$ cat src/rtl/fir_xifu_pkg.sv
// Shared types and constants for the FIR coprocessor XIF offload block.
package fir_xifu_pkg;

   localparam int X_ID_WIDTH = 4;

   localparam logic [31:0] XFIRDOTP_INSTR = 32'h0000_205B;

   typedef enum logic [1:0] {
      IDLE   = 2'd0,
      ISSUE  = 2'd1,
      COMMIT = 2'd2
   } fir_xifu_offload_state_t;

   typedef struct packed {
      logic [31:0] instr;
      logic [31:0] rs1;
      logic [31:0] rs2;
   } fir_xifu_host_instr_t;

endpackage

$ cat src/rtl/fir_xifu_offload_sb.sv
// Per-ID pending scoreboard with a sticky protocol-error flag.
// Only instantiated when FIR_XIFU_OFFLOAD_CHECK_EN is defined.
module fir_xifu_offload_sb
   import fir_xifu_pkg::*;
#(
   parameter int ID_W = fir_xifu_pkg::X_ID_WIDTH
) (
   input  logic            clk_i,
   input  logic            rst_ni,
   input  logic            set_i,
   input  logic [ID_W-1:0] set_id_i,
   input  logic            result_valid_i,
   input  logic            result_we_i,
   input  logic [ID_W-1:0] result_id_i,
   input  logic            outstanding_zero_i,
   input  logic            issue_i,
   input  logic [ID_W-1:0] issue_id_i,
   output logic            err_o
);

   localparam int NUM_IDS = 2 ** ID_W;

   logic [NUM_IDS-1:0] pending_q;
   logic               err_q;
   logic               err_event;

   assign err_event = (result_valid_i && (!pending_q[result_id_i] || outstanding_zero_i)) ||
                      (issue_i && pending_q[issue_id_i]);

   // A set in the same cycle as a clear of the same ID wins, since the new commit is newer.
   always_ff @(posedge clk_i or negedge rst_ni) begin
      if (!rst_ni) begin
         pending_q <= '0;
      end else begin
         if (result_valid_i && result_we_i) begin
            pending_q[result_id_i] <= 1'b0;
         end
         if (set_i) begin
            pending_q[set_id_i] <= 1'b1;
         end
      end
   end

   always_ff @(posedge clk_i or negedge rst_ni) begin
      if (!rst_ni) begin
         err_q <= 1'b0;
      end else if (err_event) begin
         err_q <= 1'b1;
      end
   end

   assign err_o = err_q;

endmodule

$ cat src/rtl/fir_xifu_offload.sv
// Bridges a host instruction stream onto the XIF issue/commit/result channels.
// Optional ID scoreboard and err_o checking enabled by FIR_XIFU_OFFLOAD_CHECK_EN.
module fir_xifu_offload
   import fir_xifu_pkg::*;
#(
   parameter int X_ID_WIDTH      = fir_xifu_pkg::X_ID_WIDTH,
   parameter int MAX_OUTSTANDING = 4
) (
   input  logic                  clk_i,
   input  logic                  rst_ni,
   input  logic                  instr_valid_i,
   output logic                  instr_ready_o,
   input  logic [31:0]           instr_i,
   input  logic [31:0]           rs1_val_i,
   input  logic [31:0]           rs2_val_i,
   input  logic                  commit_valid_i,
   input  logic                  commit_kill_i,
   output logic                  wb_valid_o,
   output logic [4:0]            wb_rd_o,
   output logic [31:0]           wb_data_o,
   output logic                  illegal_o,
   output logic                  busy_o,
   output logic                  err_o,
   output logic                  x_issue_valid_o,
   input  logic                  x_issue_ready_i,
   output logic [31:0]           x_issue_instr_o,
   output logic [X_ID_WIDTH-1:0] x_issue_id_o,
   output logic [31:0]           x_issue_rs0_o,
   output logic [31:0]           x_issue_rs1_o,
   input  logic                  x_issue_accept_i,
   input  logic                  x_issue_writeback_i,
   output logic                  x_commit_valid_o,
   output logic [X_ID_WIDTH-1:0] x_commit_id_o,
   output logic                  x_commit_kill_o,
   input  logic                  x_result_valid_i,
   output logic                  x_result_ready_o,
   input  logic [X_ID_WIDTH-1:0] x_result_id_i,
   input  logic [31:0]           x_result_data_i,
   input  logic [4:0]            x_result_rd_i,
   input  logic                  x_result_we_i
);

   localparam int              CNT_W   = $clog2(MAX_OUTSTANDING + 1);
   localparam logic [CNT_W-1:0] MAX_CNT = CNT_W'(MAX_OUTSTANDING);

   fir_xifu_offload_state_t state_q, state_d;
   fir_xifu_host_instr_t    instr_q;
   logic [X_ID_WIDTH-1:0]   id_q;
   logic [X_ID_WIDTH-1:0]   next_id_q;
   logic                    accept_q;
   logic                    writeback_q;
   logic [CNT_W-1:0]        outstanding_q;
   logic                    wb_valid_q;
   logic [4:0]              wb_rd_q;
   logic [31:0]             wb_data_q;

   logic host_ready;
   logic host_fire;
   logic issue_fire;
   logic commit_inc;
   logic result_dec;

   assign host_ready = (state_q == IDLE) && (outstanding_q < MAX_CNT);
   assign host_fire  = instr_valid_i && host_ready;
   assign issue_fire = x_issue_valid_o && x_issue_ready_i;
   assign commit_inc = (state_q == COMMIT) && accept_q && writeback_q &&
                       commit_valid_i && !commit_kill_i;
   assign result_dec = x_result_valid_i && x_result_we_i;

   always_ff @(posedge clk_i or negedge rst_ni) begin
      if (!rst_ni) begin
         state_q <= IDLE;
      end else begin
         state_q <= state_d;
      end
   end

   // A rejected instruction is killed on the XIF side without waiting for the host.
   always_comb begin
      state_d          = state_q;
      x_issue_valid_o  = 1'b0;
      x_commit_valid_o = 1'b0;
      x_commit_kill_o  = 1'b0;
      illegal_o        = 1'b0;
      case (state_q)
         IDLE: begin
            if (host_fire) begin
               state_d = ISSUE;
            end
         end
         ISSUE: begin
            x_issue_valid_o = 1'b1;
            if (x_issue_ready_i) begin
               state_d = COMMIT;
            end
         end
         COMMIT: begin
            if (!accept_q) begin
               x_commit_valid_o = 1'b1;
               x_commit_kill_o  = 1'b1;
               illegal_o        = 1'b1;
               state_d          = IDLE;
            end else begin
               x_commit_valid_o = commit_valid_i;
               x_commit_kill_o  = commit_kill_i;
               if (commit_valid_i) begin
                  state_d = IDLE;
               end
            end
         end
         default: state_d = IDLE;
      endcase
   end

   always_ff @(posedge clk_i or negedge rst_ni) begin
      if (!rst_ni) begin
         instr_q     <= '0;
         id_q        <= '0;
         next_id_q   <= '0;
         accept_q    <= 1'b0;
         writeback_q <= 1'b0;
      end else begin
         if (host_fire) begin
            instr_q.instr <= instr_i;
            instr_q.rs1   <= rs1_val_i;
            instr_q.rs2   <= rs2_val_i;
            id_q          <= next_id_q;
         end
         if (issue_fire) begin
            accept_q    <= x_issue_accept_i;
            writeback_q <= x_issue_writeback_i;
            next_id_q   <= next_id_q + 1'b1;
         end
      end
   end

   // Saturate at zero so a stray result cannot wrap the counter.
   always_ff @(posedge clk_i or negedge rst_ni) begin
      if (!rst_ni) begin
         outstanding_q <= '0;
      end else begin
         case ({commit_inc, result_dec})
            2'b10:   outstanding_q <= outstanding_q + 1'b1;
            2'b01:   if (outstanding_q != '0) outstanding_q <= outstanding_q - 1'b1;
            default: outstanding_q <= outstanding_q;
         endcase
      end
   end

   always_ff @(posedge clk_i or negedge rst_ni) begin
      if (!rst_ni) begin
         wb_valid_q <= 1'b0;
         wb_rd_q    <= '0;
         wb_data_q  <= '0;
      end else begin
         wb_valid_q <= result_dec;
         if (result_dec) begin
            wb_rd_q   <= x_result_rd_i;
            wb_data_q <= x_result_data_i;
         end
      end
   end

   assign instr_ready_o    = host_ready;
   assign x_issue_instr_o  = instr_q.instr;
   assign x_issue_rs0_o    = instr_q.rs1;
   assign x_issue_rs1_o    = instr_q.rs2;
   assign x_issue_id_o     = id_q;
   assign x_commit_id_o    = id_q;
   assign x_result_ready_o = 1'b1;
   assign wb_valid_o       = wb_valid_q;
   assign wb_rd_o          = wb_rd_q;
   assign wb_data_o        = wb_data_q;
   assign busy_o           = (state_q != IDLE) || (outstanding_q != '0);

`ifdef FIR_XIFU_OFFLOAD_CHECK_EN
   fir_xifu_offload_sb #(
      .ID_W (X_ID_WIDTH)
   ) u_sb (
      .clk_i              (clk_i),
      .rst_ni             (rst_ni),
      .set_i              (commit_inc),
      .set_id_i           (id_q),
      .result_valid_i     (x_result_valid_i),
      .result_we_i        (x_result_we_i),
      .result_id_i        (x_result_id_i),
      .outstanding_zero_i (outstanding_q == '0),
      .issue_i            (issue_fire),
      .issue_id_i         (id_q),
      .err_o              (err_o)
   );
`else
   logic unused_result_id;
   assign unused_result_id = ^x_result_id_i;
   assign err_o            = 1'b0;
`endif

endmodule

$ cat config.mk
export PLATFORM = sky130hd
export DESIGN_NAME = fir_xifu_offload
export DESIGN_NICKNAME = d
export VERILOG_FILES = /design/src/rtl/fir_xifu_pkg.sv /design/src/rtl/fir_xifu_offload_sb.sv /design/src/rtl/fir_xifu_offload.sv
export SDC_FILE = /design/constraint.sdc
export NUM_CORES = 1
export LEC_CHECK = 0
export ABC_AREA = 1
export CAP_MARGIN = 20
export CELL_PAD_IN_SITES_DETAIL_PLACEMENT = 0
export CELL_PAD_IN_SITES_GLOBAL_PLACEMENT = 1
export CORE_MARGIN = 10
export CORE_UTILIZATION = 33
export DETAILED_ROUTE_END_ITERATION = 8
export GPL_TIMING_DRIVEN = 0
export PLACE_DENSITY_LB_ADDON = 0.1
export SLEW_MARGIN = 40
export SYNTH_ARGS = -nofsm -noshare
export SYNTH_HDL_FRONTEND = slang
export SYNTH_SLANG_ARGS = --single-unit
$ cat constraint.sdc
create_clock -name clk_i -period 3.3 [get_ports clk_i]
set_input_delay 0.495 -clock clk_i [delete_from_list [all_inputs] [get_ports clk_i]]
set_output_delay 0.495 -clock clk_i [all_outputs]
set_load 0.005 [all_outputs]
==> key figures, run 1 <==
Placement
  – HPWL Detailed: 14800 µm
  – Placer Congestion: 0.784
  – Port-buffer cells: 290
  – Placed Area: 0.00930 mm²

Detailed routing
  – Initial DRC Count: 167
  – Via count: 4370
  – Final WL: 18800 µm
  – DR vias/cell: 4.38
  – DRT antenna net count: 0
  – WL/cell: 18.8 µm
  – DRC: 0
  – TritonRoute pass-1 iters: 4

Job
  – Max-Cap Viols: 0

Die
  – Chip height: 155 µm
  – DIE WIDTH: 155 µm
  – Number of I/O pins: 297
  – Initial Util: 0.336
  – Die area: 0.0242 mm²
  – Row count: 49
  – Core area: 0.0180 mm²

Clocking
  – Worst-path clk slew: 60 ps
  – CTS sink cnt: 149
  – TritonCTS Buffers: 17
  – Worst skew pair latency: 420 ps
  – CTS tree: yes
  – Clk buf depth: 2
  – CTS root buffer: clkbuf_16
  – Post_cts resized: 0
  – H-tree levels: 4

Timing
  – Setup violators final: 0
  – Highest Clock Rate: 425 MHz
  – Final min period: 2350 ps
  – Final Cycle Share: 0.712
  – RSZ-0062 raised after global routing: false
  – Min Hold Slack: 473 ps
  – Fin. Hold Viols: 0
  – Max-slew violations: 0
  – Layout Skew: 12.0 ps

Global routing
  – GRT Overall Usage: 0.153
  – Vias in the first global route: 4775
  – Global-route wire length before repair: 29000 µm
  – Initial antenna violation count: 1
  – Largest net degree at the start of global routing: 74
  – Total gr overflow: 0

Synth
  – Post-Synth Adder-Cell Area: 0.00538
  – Number of synthesized register bits: 149
  – Register area share after synthesis: 0.616
  – Area fraction in compound gates after synthesis: 0.00372
  – Syn Inst Count: 444
  – Syn avg cell area: 13.6 µm²
  – Mapped Area: 0.00605 mm²
  – Largest family of logic cells by synthesized area: multiplexers
  – Syn Nets: 593
  – Distinct cells, synth: 23
  – Yosys warnings: 0
  – Post-Synth Simple-Gate Area: 0.0935
  – Synth Area in XOR/XNOR: 0.00579
  – Mux cell area share after synthesis: 0.236

Worst setup path
  – Setup crit start: state_q[1]
  – WP data required: 2800 ps
  – Critical Path AT: 1860 ps
  – Critical Path Start Type: register
  – Critical path type: reg2out
  – Max FO, Critical Path: 4
  – CP endpoint kind: primary output
  – Worst r2r src: state_q[1]

Power and ir drop
  – Power Density: 865 mW/mm²
  – Design Power: 8540 µW
  – Seq pwr share: 0.351
  – Leakage: 0.00464 µW
  – Sw Share: 0.278
  – Combinational share of power: 0.430
  – Clock power share: 0.218
  – Int Power: 6170 µW
  – Peak VDD IR: 0.000581 V
  – Net switching power figure: 2370 µW

Layout
  – Synthesis-to-layout area growth: 63.2%
  – Filler cells: 1533
  – Fraction of layout cells with a size suffix above 1: 0.200
  – Diodes inserted: 0
  – Cell area after layout: 0.00987 mm²
  – Final net count: 905
  – Footprint of the multi-input gates: 0.00209 mm²
  – Seq. cell area: 0.00373 mm²

Min path
  – Hold_sp: next_id_q[3]
  – Hold WC Path Type: reg2reg

Status
  – Status: finished, final reports clean
-- cells in the mapped netlist, drive strengths merged --
master  number  area [µm²]
nand4        1        6.26
nor2        10        37.5
nand3b       1        7.51
fa           1        20.0
xnor2        1        8.76
o31ai        1        7.51
mux2       101        1430
o21ai        1        5.00
buf         20         169
conb         2        7.51
nand2      125         469
nand3        7        35.0
xor2         3        26.3
a21oi        2        10.0
clkbuf       5        18.8
nor3         1        10.0
ha           1        12.5
dfrtp      149        3730
inv         12        45.0
-- metrics by stage --
step	TNS, ps	util	worst slack [ps]	cells
after floorplan	0	-	1740	444
after global placement	-645430	0.513	-4340	963
after detailed placement	0	0.516	1120	965
after CTS	0	0.548	922	998
after global routing	0	0.548	775	998
final	0	0.548	950	998
-- flip-flops by register name, indices dropped and copies added (netlist names) --
| signal | count |
|---|---|
| state_q | 2 |
| accept_q | 1 |
| writeback_q | 1 |
| wb_rd_o | 5 |
| x_issue_rs1_o | 32 |
| wb_valid_o | 1 |
| x_commit_id_o | 4 |
| wb_data_o | 32 |
| x_issue_rs0_o | 32 |
| next_id_q | 4 |
| x_issue_instr_o | 32 |
| outstanding_q | 3 |
-- layout make-up --
type                            count  area share
Buffer                             25      0.0190
Clock inverter                     13      0.0123
Tap cell                          229      0.0290
Timing Repair Buffer              293       0.301
Inverter                           12     0.00456
Multi-Input combinational cell    258       0.212
Sequential cell                   149       0.378
Clock buffer                       19      0.0449
-- critical path, stage by stage, from the launching register on --
cell and delay, ps:
dfrtp_1 390, inv_1 70, nor2_1 220, inv_1 110
nor2_1 110, clkdlybuf4s50_1 540
-- power by group through the flow --
stage	combinational, µW	clock (µW)	sequential, µW
3_3_place_gp	3690	0	3000
3_5_place_dp	3730	0	3040
2_1_floorplan	1590	0	3060
6_report	3680	1860	3000
5_1_grt	3940	2000	3110
4_1_cts	3760	1910	3010
-- worst paths after layout --
check,end,slack (ps),depth (start not counted)
worst min-delay path,next_id_q[3],470,1
worst max register to register,outstanding_q[2],1660,11
max in group asynchronous,state_q[0],1840,4
min in group asynchronous,x_issue_rs1_o[20],540,2
worst max-delay path,x_commit_kill_o,950,5
worst min register to register,next_id_q[3],470,1
-- routing by layer --
| metal | track usage | vias to the layer above | share of wire |
|---|---|---|---|
| li1 | - | 2071 | - |
| met1 | 0.183 | 2095 | 0.42 |
| met2 | 0.243 | 193 | 0.47 |
| met3 | 0.0761 | 9 | 0.11 |
| met4 | 0.0348 | 2 | 0.0050 |
| met5 | 0 | - | 0.00069 |
-- what timing repair did --
| action | in CTS | in global routing |
|---|---|---|
| setup buffers | 0 | 0 |
| hold buffers | 1 | 0 |
| endpoints found under the hold margin | 33 | 0 |
-- logic make-up after synthesis --
family          after synthesis
compound gates                4
xor+xnor                      4
fa+ha+maj                     2
buf+inv                      37
flops                       149
mux                         101
other cells                   2
simple gates                145
-- cell usage in the layout, fill, tap and decap left out, types with 2 or more instances in the layout --
cell / n
buf_16: 2
mux2_4: 77
clkinvlp_4: 2
buf_2: 3
clkdlybuf4s50_1: 289
mux2_2: 24
buf_6: 9
xor2_1: 3
nand2_1: 125
conb_1: 2
a21oi_1: 2
clkbuf_1: 6
inv_1: 12
buf_4: 6
clkinv_2: 3
clkinv_4: 3
buf_1: 2
dfrtp_1: 149
nand3_1: 7
clkbuf_16: 17
inv_6: 4
nor2_1: 10
No activity file was read; power rests on OpenSTA's default activity.
==> inputs of run 2 (changes only) <==
CORE_UTILIZATION = 28   (was 33)
clock period = 2 ns   (was 3.3 ns; I/O delays follow)
==> run 2 against run 1 <==
Clock power up 80%. Flip-flop and latch count unchanged. Critical path type unchanged. Hold slack worse by 120 ps. Clock-buffer cell count down 1. Design area up 1.2%. Largest cell class unchanged. Die area up 15%. Combinational power up 65%. Sequential share of layout area down 0.44 points. Cell count up 4.7%. Register-to-register slack worse by 1300 ps. Critical path depth down 1.
==> key figures, run 2 (synthesis gave the netlist of run 1 again) <==
Global routing
  – Largest net degree at the start of global routing: 71 (-4.1%)
  – Vias in the first global route: 4784 (+0.19%)
  – GRT Overall Usage: 0.141 (-0.0126)
  – Total gr overflow: 0 (unchanged)
  – Initial antenna violation count: 1 (unchanged)
  – Global-route wire length before repair: 30800 µm (+6.4%)

Layout
  – Synthesis-to-layout area growth: 65.2%
  – Fraction of layout cells with a size suffix above 1: 0.203 (+0.00286)
  – Most common library cell in the layout ignoring fill and taps: clkdlybuf4s50_1
  – Final net count: 906 (+0.11%)
  – Most frequent cells in the layout: clkdlybuf4s50_1, dfrtp_1, nand2_1
  – Cell area after layout: 0.00999 mm² (+1.2%)
  – Fin cells: 1045 (+4.7%)
  – Layout Utilization: 0.472 (-0.0754)

Worst setup path
  – Critical Path Start Type: register
  – WP data required: 1700 ps (-1100 ps)
  – CP endpoint kind: primary output
  – Max FO, Critical Path: 2 (-2)
  – Critical Path AT: 1480 ps (-380 ps)
  – Critical path type: reg2out

Detailed routing
  – TritonRoute pass-1 iters: 4 (unchanged)
  – Via count: 4375 (+0.11%)
  – Initial DRC Count: 164 (-1.8%)
  – DRT antenna net count: 0 (unchanged)
  – DRC: 0 (unchanged)
  – WL/cell: 18.9 µm (+0.18%)
  – DR vias/cell: 4.19 (-4.4%)
  – Final WL: 19700 µm (+4.9%)

Placement
  – HPWL Detailed: 15200 µm (+3.1%)
  – Port-buffer cells: 290 (unchanged)
  – DP Cell Count: 1011 (+4.8%)
  – Placer Congestion: 0.788 (+0.47%)
  – Placed Area: 0.00936 mm² (+0.62%)

Power and ir drop
  – Leakage: 0.00469 µW (+1.1%)
  – Design Power: 14400 µW (+68%)
  – Peak VDD IR: 0.000564 V (-2.9%)
  – Power Density: 1440 mW/mm² (+66%)

Status
  – Status: finished, final reports clean

Clocking
  – H-tree levels: 4 (unchanged)
  – CTS sink cnt: 149 (unchanged)
  – CTS root buffer: clkbuf_16
  – Clk buf depth: 2 (unchanged)
  – Worst skew pair latency: 420 ps (about the same)
  – TritonCTS Buffers: 17 (unchanged)
  – Worst-path clk slew: 60 ps (about the same)
  – CTS tree: yes

Die
  – Row count: 53 (+8.2%)
  – Core area: 0.0212 mm² (+17%)
  – Initial Util: 0.286 (-0.0497)
  – Number of I/O pins: 297 (unchanged)
  – Die area: 0.0279 mm² (+15%)
  – DIE WIDTH: 167 µm (+7.5%)
  – Chip height: 167 µm (+7.5%)

Min path
  – Hold WC Path Type: in2async

Job
  – Max-Cap Viols: 0 (unchanged)

Timing
  – RSZ-0062 raised after global routing: false
  – Highest Clock Rate: 560 MHz
  – Final Cycle Share: 0.892
  – Fin. Hold Viols: 0 (unchanged)
  – Max-slew violations: 0 (unchanged)
  – Layout Skew: 12.5 ps (+0.503 ps)
  – Final min period: 1780 ps
  – Min Hold Slack: 357 ps (-115 ps)
  – Setup violators final: 0 (unchanged)
run 2: path summary, 6_finish.rpt:
kind,startpoint,end,slack (ps),depth (start not counted)
setup / recovery,outstanding_q[0],busy_o,220,4
hold reg to reg,outstanding_q[0],outstanding_q[0],470,1
hold / removal,rst_ni,x_issue_instr_o[10],360,2
min in group clk_i,x_result_data_i[2],wb_data_o[2],420,3
setup reg to reg,state_q[0],x_issue_rs1_o[14],320,5
max in group asynchronous,rst_ni,outstanding_q[2],960,3
run 2: what timing repair did:
item | 4_1_cts | 5_1_grt
pin swaps | 1 | 0
resized for setup | 8 | 2
hold buffers | 1 | 0
endpoints found under the hold margin | 34 | 0
setup buffers | 1 | 0
endpoints found under the setup margin | 5 | 1
run 2: per-layer routing:
metal / track usage / share of wire / vias to the layer above
met2: 0.211 / 0.45 / 198
met4: 0.0298 / 0.0061 / 0
met1: 0.175 / 0.43 / 2104
li1: - / - / 2065
met5: 0 / 0 / -
met3: 0.0753 / 0.12 / 8
run 2: area by class of cell:
type / count / area, µm²
repair buffers: 294 / 2980
inverters: 12 / 45.0
fillers: 1895 / 11200
flip-flops and latches: 149 / 3730
well taps: 275 / 344
diodes: 2 / 5.00
plain buffers: 25 / 188
clock inverters: 12 / 176
clock buffers: 18 / 429
multi-input cells: 258 / 2100
run 2: critical path, stage by stage, from the launching register on:
cell           delay (ps)
dfrtp_1               390
inv_1                 100
nand3_1               120
nand3b_1              180
dlygate4sd2_1         280
run 2: report_power, final:
part | total (µW) | internal, µW | switching [µW]
Sequential | 4980 | 4270 | 709
Clock | 3350 | 2080 | 1270
Combinational | 6060 | 4150 | 1910
Total | 14400 | 10500 | 3890
run 2: metrics by stage:
stage / worst slack (ps) / setup TNS (ps)
6_report: 215 / 0
5_1_grt: 44.9 / 0
4_1_cts: 12.9 / 0
3_5_place_dp: 6.91 / 0
3_3_place_gp: -5640 / -838130
2_1_floorplan: 504 / 0
